--- config.mk ---
export PLATFORM = sky130hd
export DESIGN_NAME = imem_loader
export DESIGN_NICKNAME = d
export VERILOG_FILES = /design/src/rtl/imem_loader.sv
export SDC_FILE = /design/constraint.sdc
export NUM_CORES = 1
export LEC_CHECK = 0
export CORE_MARGIN = 2
export CORE_UTILIZATION = 59
export CTS_CLUSTER_DIAMETER = 120
export DETAILED_ROUTE_END_ITERATION = 10
export HOLD_SLACK_MARGIN = 0.08
export PLACE_DENSITY = 0.84
export SYNTH_ARGS = -nofsm -noshare
export SYNTH_HDL_FRONTEND = slang
export SYNTH_SLANG_ARGS = --single-unit
--- constraint.sdc ---
create_clock -name clk -period 3.5 [get_ports clk]
set_clock_uncertainty 0.15 [all_clocks]
set_input_delay 0.525 -clock clk [delete_from_list [all_inputs] [get_ports clk]]
set_output_delay 0.525 -clock clk [all_outputs]
set_load 0.02 [all_outputs]
--- src/rtl/imem_loader.sv ---
// imem_loader -- boot-time instruction memory loader.
//
// Consumes a byte stream: a 16-bit word count N (high byte first), then N
// 16-bit instruction words (each high byte first). Each completed word is
// written to instruction memory with a single-cycle registered strobe. The
// core is held in reset for the whole load and released only after the last
// write has landed. An oversize count rejects the image and keeps the core
// in reset until the next rst.
//
// Ports:
//   clk, rst        clock, synchronous active-high reset
//   in_valid/ready  byte stream handshake; in_data is the stream byte
//   mem_we          one-cycle write strobe per instruction word
//   mem_addr        word address (valid while mem_we)
//   mem_wdata       instruction word (valid while mem_we)
//   core_rst        core reset, high except once the image is loaded
//   done            image loaded, core released
//   err             image rejected
module imem_loader #(
    parameter int p_INST_NUM = 1024
) (
    input  logic        clk,
    input  logic        rst,
    input  logic        in_valid,
    input  logic [7:0]  in_data,
    output logic        in_ready,
    output logic        mem_we,
    output logic [15:0] mem_addr,
    output logic [15:0] mem_wdata,
    output logic        core_rst,
    output logic        done,
    output logic        err
);

    typedef enum logic [2:0] {
        LEN_HI, LEN_LO, DATA_HI, DATA_LO, DRAIN, DONE, ERR
    } state_t;

    state_t      state, state_n;
    logic [15:0] count;
    logic [15:0] idx;
    logic [7:0]  hi_byte;
    logic        acc;
    logic [15:0] len_n;

    assign in_ready = (state == LEN_HI) || (state == LEN_LO) ||
                      (state == DATA_HI) || (state == DATA_LO);
    assign acc      = in_valid && in_ready;
    assign len_n    = {count[15:8], in_data};

    always_comb begin
        state_n = state;
        case (state)
            LEN_HI:  if (acc) state_n = LEN_LO;
            LEN_LO:  if (acc) begin
                if (len_n == 16'd0)
                    state_n = DRAIN;
                else if ({1'b0, len_n} > 17'(p_INST_NUM))
                    state_n = ERR;
                else
                    state_n = DATA_HI;
            end
            DATA_HI: if (acc) state_n = DATA_LO;
            // 17-bit compare so the final-word test can never wrap
            DATA_LO: if (acc) begin
                if (({1'b0, idx} + 17'd1) == {1'b0, count})
                    state_n = DRAIN;
                else
                    state_n = DATA_HI;
            end
            // one cycle so the registered final write retires before release
            DRAIN:   state_n = DONE;
            DONE:    state_n = DONE;
            ERR:     state_n = ERR;
            default: state_n = LEN_HI;
        endcase
    end

    always_ff @(posedge clk) begin
        if (rst) begin
            state     <= LEN_HI;
            count     <= '0;
            idx       <= '0;
            hi_byte   <= '0;
            mem_we    <= 1'b0;
            mem_addr  <= '0;
            mem_wdata <= '0;
            core_rst  <= 1'b1;
            done      <= 1'b0;
            err       <= 1'b0;
        end else begin
            state    <= state_n;
            mem_we   <= 1'b0;
            // status flags follow the current state, so done rises one edge
            // after DONE is entered (two edges after the final byte)
            core_rst <= (state != DONE);
            done     <= (state == DONE);
            err      <= (state == ERR);
            if (acc) begin
                case (state)
                    LEN_HI:  count[15:8] <= in_data;
                    LEN_LO: begin
                        count[7:0] <= in_data;
                        idx        <= '0;
                    end
                    DATA_HI: hi_byte <= in_data;
                    DATA_LO: begin
                        mem_we    <= 1'b1;
                        mem_addr  <= idx;
                        mem_wdata <= {hi_byte, in_data};
                        idx       <= idx + 16'd1;
                    end
                    default: ;
                endcase
            end
        end
    end

endmodule
Word level (Yosys, flattened, before mapping)

Cells that the tools add are included.

Register bits after elaboration: 79
Logic and storage cells: 52
Input bits: 11

Bitwise gates (word level): 1
Order comparisons: 1
Reductions and logical operators: 15
Add/subtract/negate cells: 2
Mux-type cells: 10
Eq/ne operators: 12

Operator list:

| cell                  | count |
|---|---|
| $pmux 16 s2           | 1 |
| $mux 3                | 7 |
| $pmux 3 s6            | 1 |
| $add 16x1->17 const B | 1 |
| $eq 17x16->1          | 1 |
| $add 16x1->16 const B | 1 |
| $gt 16x11->1 const B  | 1 |
| $logic_not 16->1      | 1 |
| $reduce_and 2->1      | 5 |
| $eq 3x3->1 const B    | 3 |
| $ne 2x2->1 const B    | 4 |
| $eq 3x2->1 const B    | 2 |
| $reduce_and 4->1      | 1 |
| $reduce_or 2->1       | 2 |
| $eq 3x1->1 const B    | 1 |
| $logic_not 3->1       | 1 |
| $logic_or 1x1->1      | 3 |
| $ne 3x3->1 const B    | 1 |
| $reduce_bool 2->1     | 1 |
| $logic_and 1x1->1     | 1 |
| $mux 1                | 1 |
| $not 1->1             | 1 |

Longest topological paths before layout

Gate-level depths: netlist of the first run.

Depth after elaboration: 7
Mapped depth: 8

Least setup slack after synthesis of the first run

OpenSTA, ideal clock, no wires.

Path type: reg-to-reg
Start: register idx[1]
End: register state[2]
Cell stages (with the launch flop): 9
Setup time: 0.114 ns
Clock period less this slack: 2.206 ns
Data arrival time: 1.942 ns
Path buffers: 0
Setup slack: 1.294 ns
Path through: dfxtp_1 > ha_1 > nand3_1 > nor2_2 > a21o_1 > a21oi_1 > o311ai_0 > nor4_2 > a21o_1

Cells in the longest elaborated chain, start to end: 5

RTL lines:

| what                   | RTL line | source |
|---|---|---|
| start, declared        | 41       | `logic [15:0] idx;` |
| start signal, assigned | 111      | `idx <= idx + 16'd1;` |
| $add 16x1->17          | 66       | `if (({1'b0, idx} + 17'd1) == {1'b0, count})` |
| $eq 17x16->1           | 66       |  |
| $mux 3                 | 66       |  |
| $mux 3                 | 65       | `DATA_LO: if (acc) begin` |
| $pmux 3 s6             | 53       | `case (state)` |
| end signal, assigned   | 92       | `state <= state_n;` |
| end, declared          | 39       | `state_t state, state_n;` |

No other way between the ends. The select of a mux whose other input is x is not followed.
A chain may end at the register's enable or synchronous reset.

Worst setup path in the final report of the first run

Start: register idx[0]
End: register state[2]

Same word-level chain as after synthesis.

==> results.tsv, run 1 <==
metric	value	unit
outcome	completed	
wl	9.14	mm
relSlewSlack	34.5	%
rsz0062_at_grt	false	
p_total	1.96	mW
gp_congestion	0.943	
required	3.61	ns
hp-class	reg -> reg	
core_area	5850	sq um
tightest_slew	0.975	ns
cts_root_buf	clkbuf_8	
final_max_slew_viol_count	0	
vias	3338	
dp_hpwl	6.12	mm
syn_to_final_growth	20.4	%
initial_utilization	60.5	%
netlist_top_cells_area	dfxtp_1, nand2_1, a21oi_1	
cp_max_fo	9	
clkLatencyLatePin	0.36	ns
power_frac_seq	48.8	%
synth_flop_cell	dfxtp_1	
setup_viol	0	
crit_family	compound AO/OA/AOI/OAI gates	
routedWlPerCell	16.4	um
ys_top_cells_by_count	nand2_1, dfxtp_1, a21oi_1	
die_h	81.4	um
num_rows	28	
clk_pin_slew_worst_paths	0.08	ns
postCtsSetupBuffers	0	
die-area	6630	sq um
num_antenna_cells	0	
first_pass_iters	5	
period_needed	2.74	ns
hold_viol	0	
placement.io_buffers	47	
ant_nets	0	
switching_power	0.491	mW
p_int	1.47	mW
hold_buffers	0	
syn_inst	444	
drt_iter0_markers	271	
drt-vias-per-instance	5.98	
ir_drop	0.308	mV
drc_errors	0	
die_x	81.4	um
fin_setup_tns	0	ns
cts.htree.levels	3	
start_kind	register	
fin_nets	490	
cts.path.max_buffers	2	
synthesis.nets	456	
slowest_stage	dfxtp_1	
grt_util_all_layers	28.7	%
ctsResizeCount	0	
synth_top_area_share	44.7	%
swShare	25.1	%
grt_pass1_vias	3001	
grt_first_pass_wirelength	14.5	mm
ys_types	48	
power_density	460	nW/um^2
synth_edf_count	0	
tritoncts	built	
async_flop_share	0	%
worstPathArrival	2.85	ns
antenna_found_initial	0	
combPwrFrac	8.8	%
netlist_area	3540	sq um
power.leakage	1.49	nW
critPathKind	reg -> reg	
maxCapViolations	0	
cp_cell_sequence	ha_1 > nand3_1 > nor2_2 > a21o_1 > a21oi_1 > o311ai_0 > nor4_2 > a21o_1	
cts-buffers-inserted	9	
p_clk_share	42.4	%
synth_area_leader_cell	dfxtp_1	
crit_buf_inv	0	
finalCritPeriodShare	78.3	%
drive_above_1_share	7.04	%
yosys_warnings	0	
critPathMostFrequentCell	a21o_1	
grt_max_degree	37	
postSynthAreaPerCell	7.97	sq um
ys_seq_area_share	44.7	%
end_kind	register	
max_freq	365	MHz
cts.sinks	79	
max_stage_delay	0.56	ns
io_pins	48	
overflow	0	
synth-seq-cells	79	
synth.most_common_cell	nand2_1	
-- placed cells by master (no fill, tap or decap), types with 3 or more instances in the layout --
cell / Yosys / layout
a21o_1: 4 / 4
a21oi_1: 60 / 60
a31oi_1: 3 / 3
buf_4: 2 / 6
bufinv_16: 0 / 3
clkbuf_8: 0 / 9
clkdlybuf4s50_1: 0 / 46
dfxtp_1: 79 / 79
inv_1: 6 / 6
mux2i_1: 9 / 9
nand2_1: 108 / 108
nand3_1: 7 / 7
nand3b_1: 3 / 3
nand4_1: 7 / 7
nor2_1: 29 / 29
nor3_1: 4 / 4
nor4_1: 4 / 4
o21ai_0: 27 / 27
o31ai_1: 6 / 6
xnor2_1: 16 / 16
xor2_1: 8 / 8
-- path summary, 6_finish.rpt --
kind	startpoint	endpoint	slack, ns	cells past startpoint
worst max-delay path	idx[0]	state[2]	0.76	8
worst min-delay path	mem_addr[6]	mem_addr[6]	0.30	2
worst min register to register	mem_addr[6]	mem_addr[6]	0.30	2
worst max register to register	idx[0]	state[2]	0.76	8
-- worst reg2reg max path: cells and delay by family (launching register included) --
family,cells,cell delay [ns]
AOI/OAI and AO/OA,4,0.88
adders and majority gates,1,0.37
DFF,1,0.56
and+or+nand+nor,3,0.68
-- cells by family (layout without fill, tap and decap cells) --
logic type	count (synthesis)	after routing	synth area share, %
AND/OR/NAND/NOR	184	184	24.7
buffers and inverters	37	76	4.28
flip-flops	79	79	44.7
XOR/XNOR	24	24	5.94
AO/OA/AOI/OAI	110	110	17.5
adder cells (fa/ha/maj)	1	1	0.354
multiplexers	9	9	2.55
-- layer usage --
| layer | part of all wire [%] | track usage, % | vias to the layer above |
|---|---|---|---|
| met5 | 0 | 0 | - |
| met4 | 3.0 | 14.7 | 0 |
| met3 | 7.4 | 5.82 | 31 |
| met2 | 47 | 46.1 | 144 |
| met1 | 42 | 36.7 | 1577 |
| li1 | - | - | 1586 |
-- flip-flops by register name (all words and copies together), names as in the netlist --
signal / cells
count: 16
idx: 16
mem_addr: 16
mem_wdata: 16
hi_byte: 8
state: 3
core_rst: 1
done: 1
err: 1
mem_we: 1
-- per-stage QoR --
stage          hold slack, ns  std cells  instance area (sq um)  util (%)  setup WS (ns)
3_3_place_gp            0.293        542                   4020      68.6          0.959
2_1_floorplan           0.281        444                   3540         -           1.29
3_5_place_dp            0.296        542                   4020      68.6          0.877
5_1_grt                 0.324        558                   4260      72.8          0.583
6_report                0.304        558                   4260      72.8          0.759
4_1_cts                 0.307        558                   4260      72.8          0.837
-- final cells by class --
type	instances	area (sq um)
Clock buffer	9	124
Clock inverter	7	120
Fill cell	438	1590
Inverter	7	26.3
Multi-Input combinational cell	328	1800
Sequential cell	79	1580
Tap cell	75	93.8
Timing Repair Buffer	53	510
-- power groups by stage --
stage	clock [mW]	sequential (mW)	combinational (mW)
after floorplan	0	0.963	0.122
after global placement	0	0.975	0.163
after detailed placement	0	0.976	0.166
after CTS	0.830	0.955	0.170
after global routing	0.860	0.960	0.188
final	0.830	0.956	0.173
No activity file was read; power rests on OpenSTA's default activity.
==> inputs of run 2 (changes only) <==
--- a/config.mk
+++ b/config.mk
@@ -6,11 +6,11 @@
 export NUM_CORES = 1
 export LEC_CHECK = 0
 export CORE_MARGIN = 2
-export CORE_UTILIZATION = 59
+export CORE_UTILIZATION = 54
 export CTS_CLUSTER_DIAMETER = 120
 export DETAILED_ROUTE_END_ITERATION = 10
 export HOLD_SLACK_MARGIN = 0.08
-export PLACE_DENSITY = 0.84
+export PLACE_DENSITY = 0.78
 export SYNTH_ARGS = -nofsm -noshare
 export SYNTH_HDL_FRONTEND = slang
 export SYNTH_SLANG_ARGS = --single-unit
==> constraint.sdc (replaced) <==
create_clock -name clk -period 2.8 [get_ports clk]
set_clock_uncertainty 0.15 [all_clocks]
set_input_delay 0.42 -clock clk [delete_from_list [all_inputs] [get_ports clk]]
set_output_delay 0.42 -clock clk [all_outputs]
set_load 0.02 [all_outputs]
==> results.tsv, run 2 (synthesized netlist as in run 1, its figures left out) <==
metric	value	unit	change
placement.io_buffers	47		unchanged
combPwrFrac	8.9	%	about the same
dp_slack	0.259	ns	-0.618 ns
setup_ws	0.255	ns	-0.504 ns
seq_area	1580	sq um	unchanged
tritoncts	built		
hold_viol	0		unchanged
overflow	0		unchanged
syn_to_final_growth	21.9	%	
ant_nets	0		unchanged
vias	3312		-0.78%
cts.htree.levels	3		unchanged
power_frac_seq	48.7	%	about the same
io_pins	48		unchanged
core_area	6350	sq um	+8.5%
ff2ff_setup_slack	0.26	ns	-0.50 ns
finalCritPeriodShare	90.9	%	+13 points
start_kind	register		
met3WireLength	449	um	-34%
rsz0062_at_grt	false		
power.leakage	1.52	nW	+2.1%
wirelength_met1	3.91	mm	+0.75%
power_density	569	nW/um^2	+24%
drt-vias-per-instance	5.85		-2.2%
critPathKind	reg -> reg		
routedWlPerCell	16.1	um	-1.7%
worstPathArrival	2.66	ns	-0.19 ns
drc_errors	0		unchanged
p_int	1.84	mW	+25%
relSlewSlack	57.6	%	+23 points
clkLatencyLatePin	0.36	ns	about the same
die_x	84.9	um	+4.3%
swShare	25.0	%	about the same
num_antenna_cells	0		unchanged
cts.sinks	79		unchanged
cts.path.max_buffers	2		unchanged
period_needed	2.54	ns	-0.196 ns
initial_utilization	55.7	%	-4.8 points
grt_pass1_vias	3025		+0.80%
fin_setup_tns	0	ns	unchanged
drt_iter0_markers	264		-2.6%
grt_util_all_layers	26.0	%	-2.7 points
cts_root_buf	clkbuf_8		
die_h	84.9	um	+4.3%
holdPathEnd	idx[4]		
postCtsSetupBuffers	0		unchanged
clk_pin_slew_worst_paths	0.08	ns	about the same
tightest_slew	0.636	ns	-0.339 ns
end_kind	register		
maxUsedRoutingLayer	met4		
cts-buffers-inserted	9		unchanged
hp-class	in -> reg		
p_clk_share	42.4	%	about the same
outcome	completed		
dp_hpwl	6.09	mm	-0.55%
hold_slack	0.107	ns	-0.197 ns
num_rows	29		+3.6%
die-area	7210	sq um	+8.8%
switching_power	0.615	mW	+25%
cp_max_fo	7		-2
hold_path_depth	2		unchanged
grt_max_degree	65		+76%
fin_nets	496		+1.2%
p_total	2.45	mW	+25%
antenna_found_initial	0		unchanged
gp_congestion	0.895		-5.0%
hp-start	rst		
multi_input_area	1810	sq um	+0.28%
timing.rr.end	state[2]		
num-fill-cells	502		+15%
max_freq	393	MHz	+7.7%
final_cell_mix	nand2_1, dfxtp_1, a21oi_1, clkdlybuf4s50_1, nor2_1		
final_max_slew_viol_count	0		unchanged
ir_drop	0.510	mV	+65%
required	2.91	ns	-0.70 ns
ff2ff_path_depth	8		unchanged
fin_cells	566		+1.4%
setup_viol	0		unchanged
first_pass_iters	5		unchanged
dp_cells	550		+1.5%
wl	9.12	mm	-0.31%
wl_met2	4.52	mm	+5.1%
maxCapViolations	0		unchanged
final_common_cell	nand2_1		
grt_first_pass_wirelength	14.9	mm	+2.4%
drive_above_1_share	8.18	%	+1.1 points
reg2reg_from	idx[1]		
==> run 2: cell count changes in the layout (fill, tap and decap cells not counted) <==
cell / change
nor2_4: +1
buf_4: +6
nor2_2: -1
==> run 2: final cells by class <==
| cell class | instances | share of cell area (%) |
|---|---|---|
| repair buffers | 59 | 12.9 |
| flip-flops and latches | 79 | 36.7 |
| clock buffers | 9 | 2.87 |
| multi-input cells | 328 | 41.9 |
| well taps | 77 | 2.23 |
| clock inverters | 7 | 2.79 |
| inverters | 7 | 0.609 |
==> run 2: power by group through the flow <==
stage | clock (mW) | sequential (mW) | combinational [mW]
global route | 1.10 | 1.20 | 0.238
finish | 1.04 | 1.20 | 0.219
CTS | 1.04 | 1.19 | 0.217
detailed placement | 0 | 1.22 | 0.213
global placement | 0 | 1.22 | 0.210
floorplan | 0 | 1.20 | 0.152
==> run 2: stage by stage <==
| step | utilization (%) | area (sq um) |
|---|---|---|
| finish | 67.9 | 4310 |
| global route | 67.9 | 4310 |
| CTS | 67.8 | 4310 |
| detailed placement | 64.0 | 4060 |
| global placement | 64.0 | 4060 |
| floorplan | - | 3540 |
==> run 2: timing repair <==
| action | in CTS | in global routing |
|---|---|---|
| endpoints found under the setup margin | 0 | 2 |
| resized for setup | 0 | 1 |
| hold buffers | 0 | 0 |
==> run 2: how the worst max path moves through the flow <==
stage / end / cells after the start / from / slack (ns)
finish: state[2] / 8 / idx[1] / 0.26
global placement: state[2] / 7 / in_data[3] / 0.39
detailed placement: state[2] / 8 / idx[1] / 0.26
floorplan: state[2] / 8 / idx[1] / 0.59
global route: state[1] / 8 / idx[1] / 0.05
CTS: state[2] / 8 / idx[1] / 0.17
==> run 2: critical path, stage by stage (launching register included) <==
cell and delay (ns):
dfxtp_1 0.48, ha_1 0.34, nand3_1 0.29, nor2_4 0.26
a21o_1 0.14, a21oi_1 0.05, o311ai_0 0.46, nor4_2 0.08
a21o_1 0.19
==> run 2: per-layer routing <==
layer | GRT usage [%] | vias up
met5 | 0 | -
met4 | 11.4 | 0
met3 | 4.28 | 21
met2 | 43.5 | 131
met1 | 33.3 | 1558
li1 | - | 1602
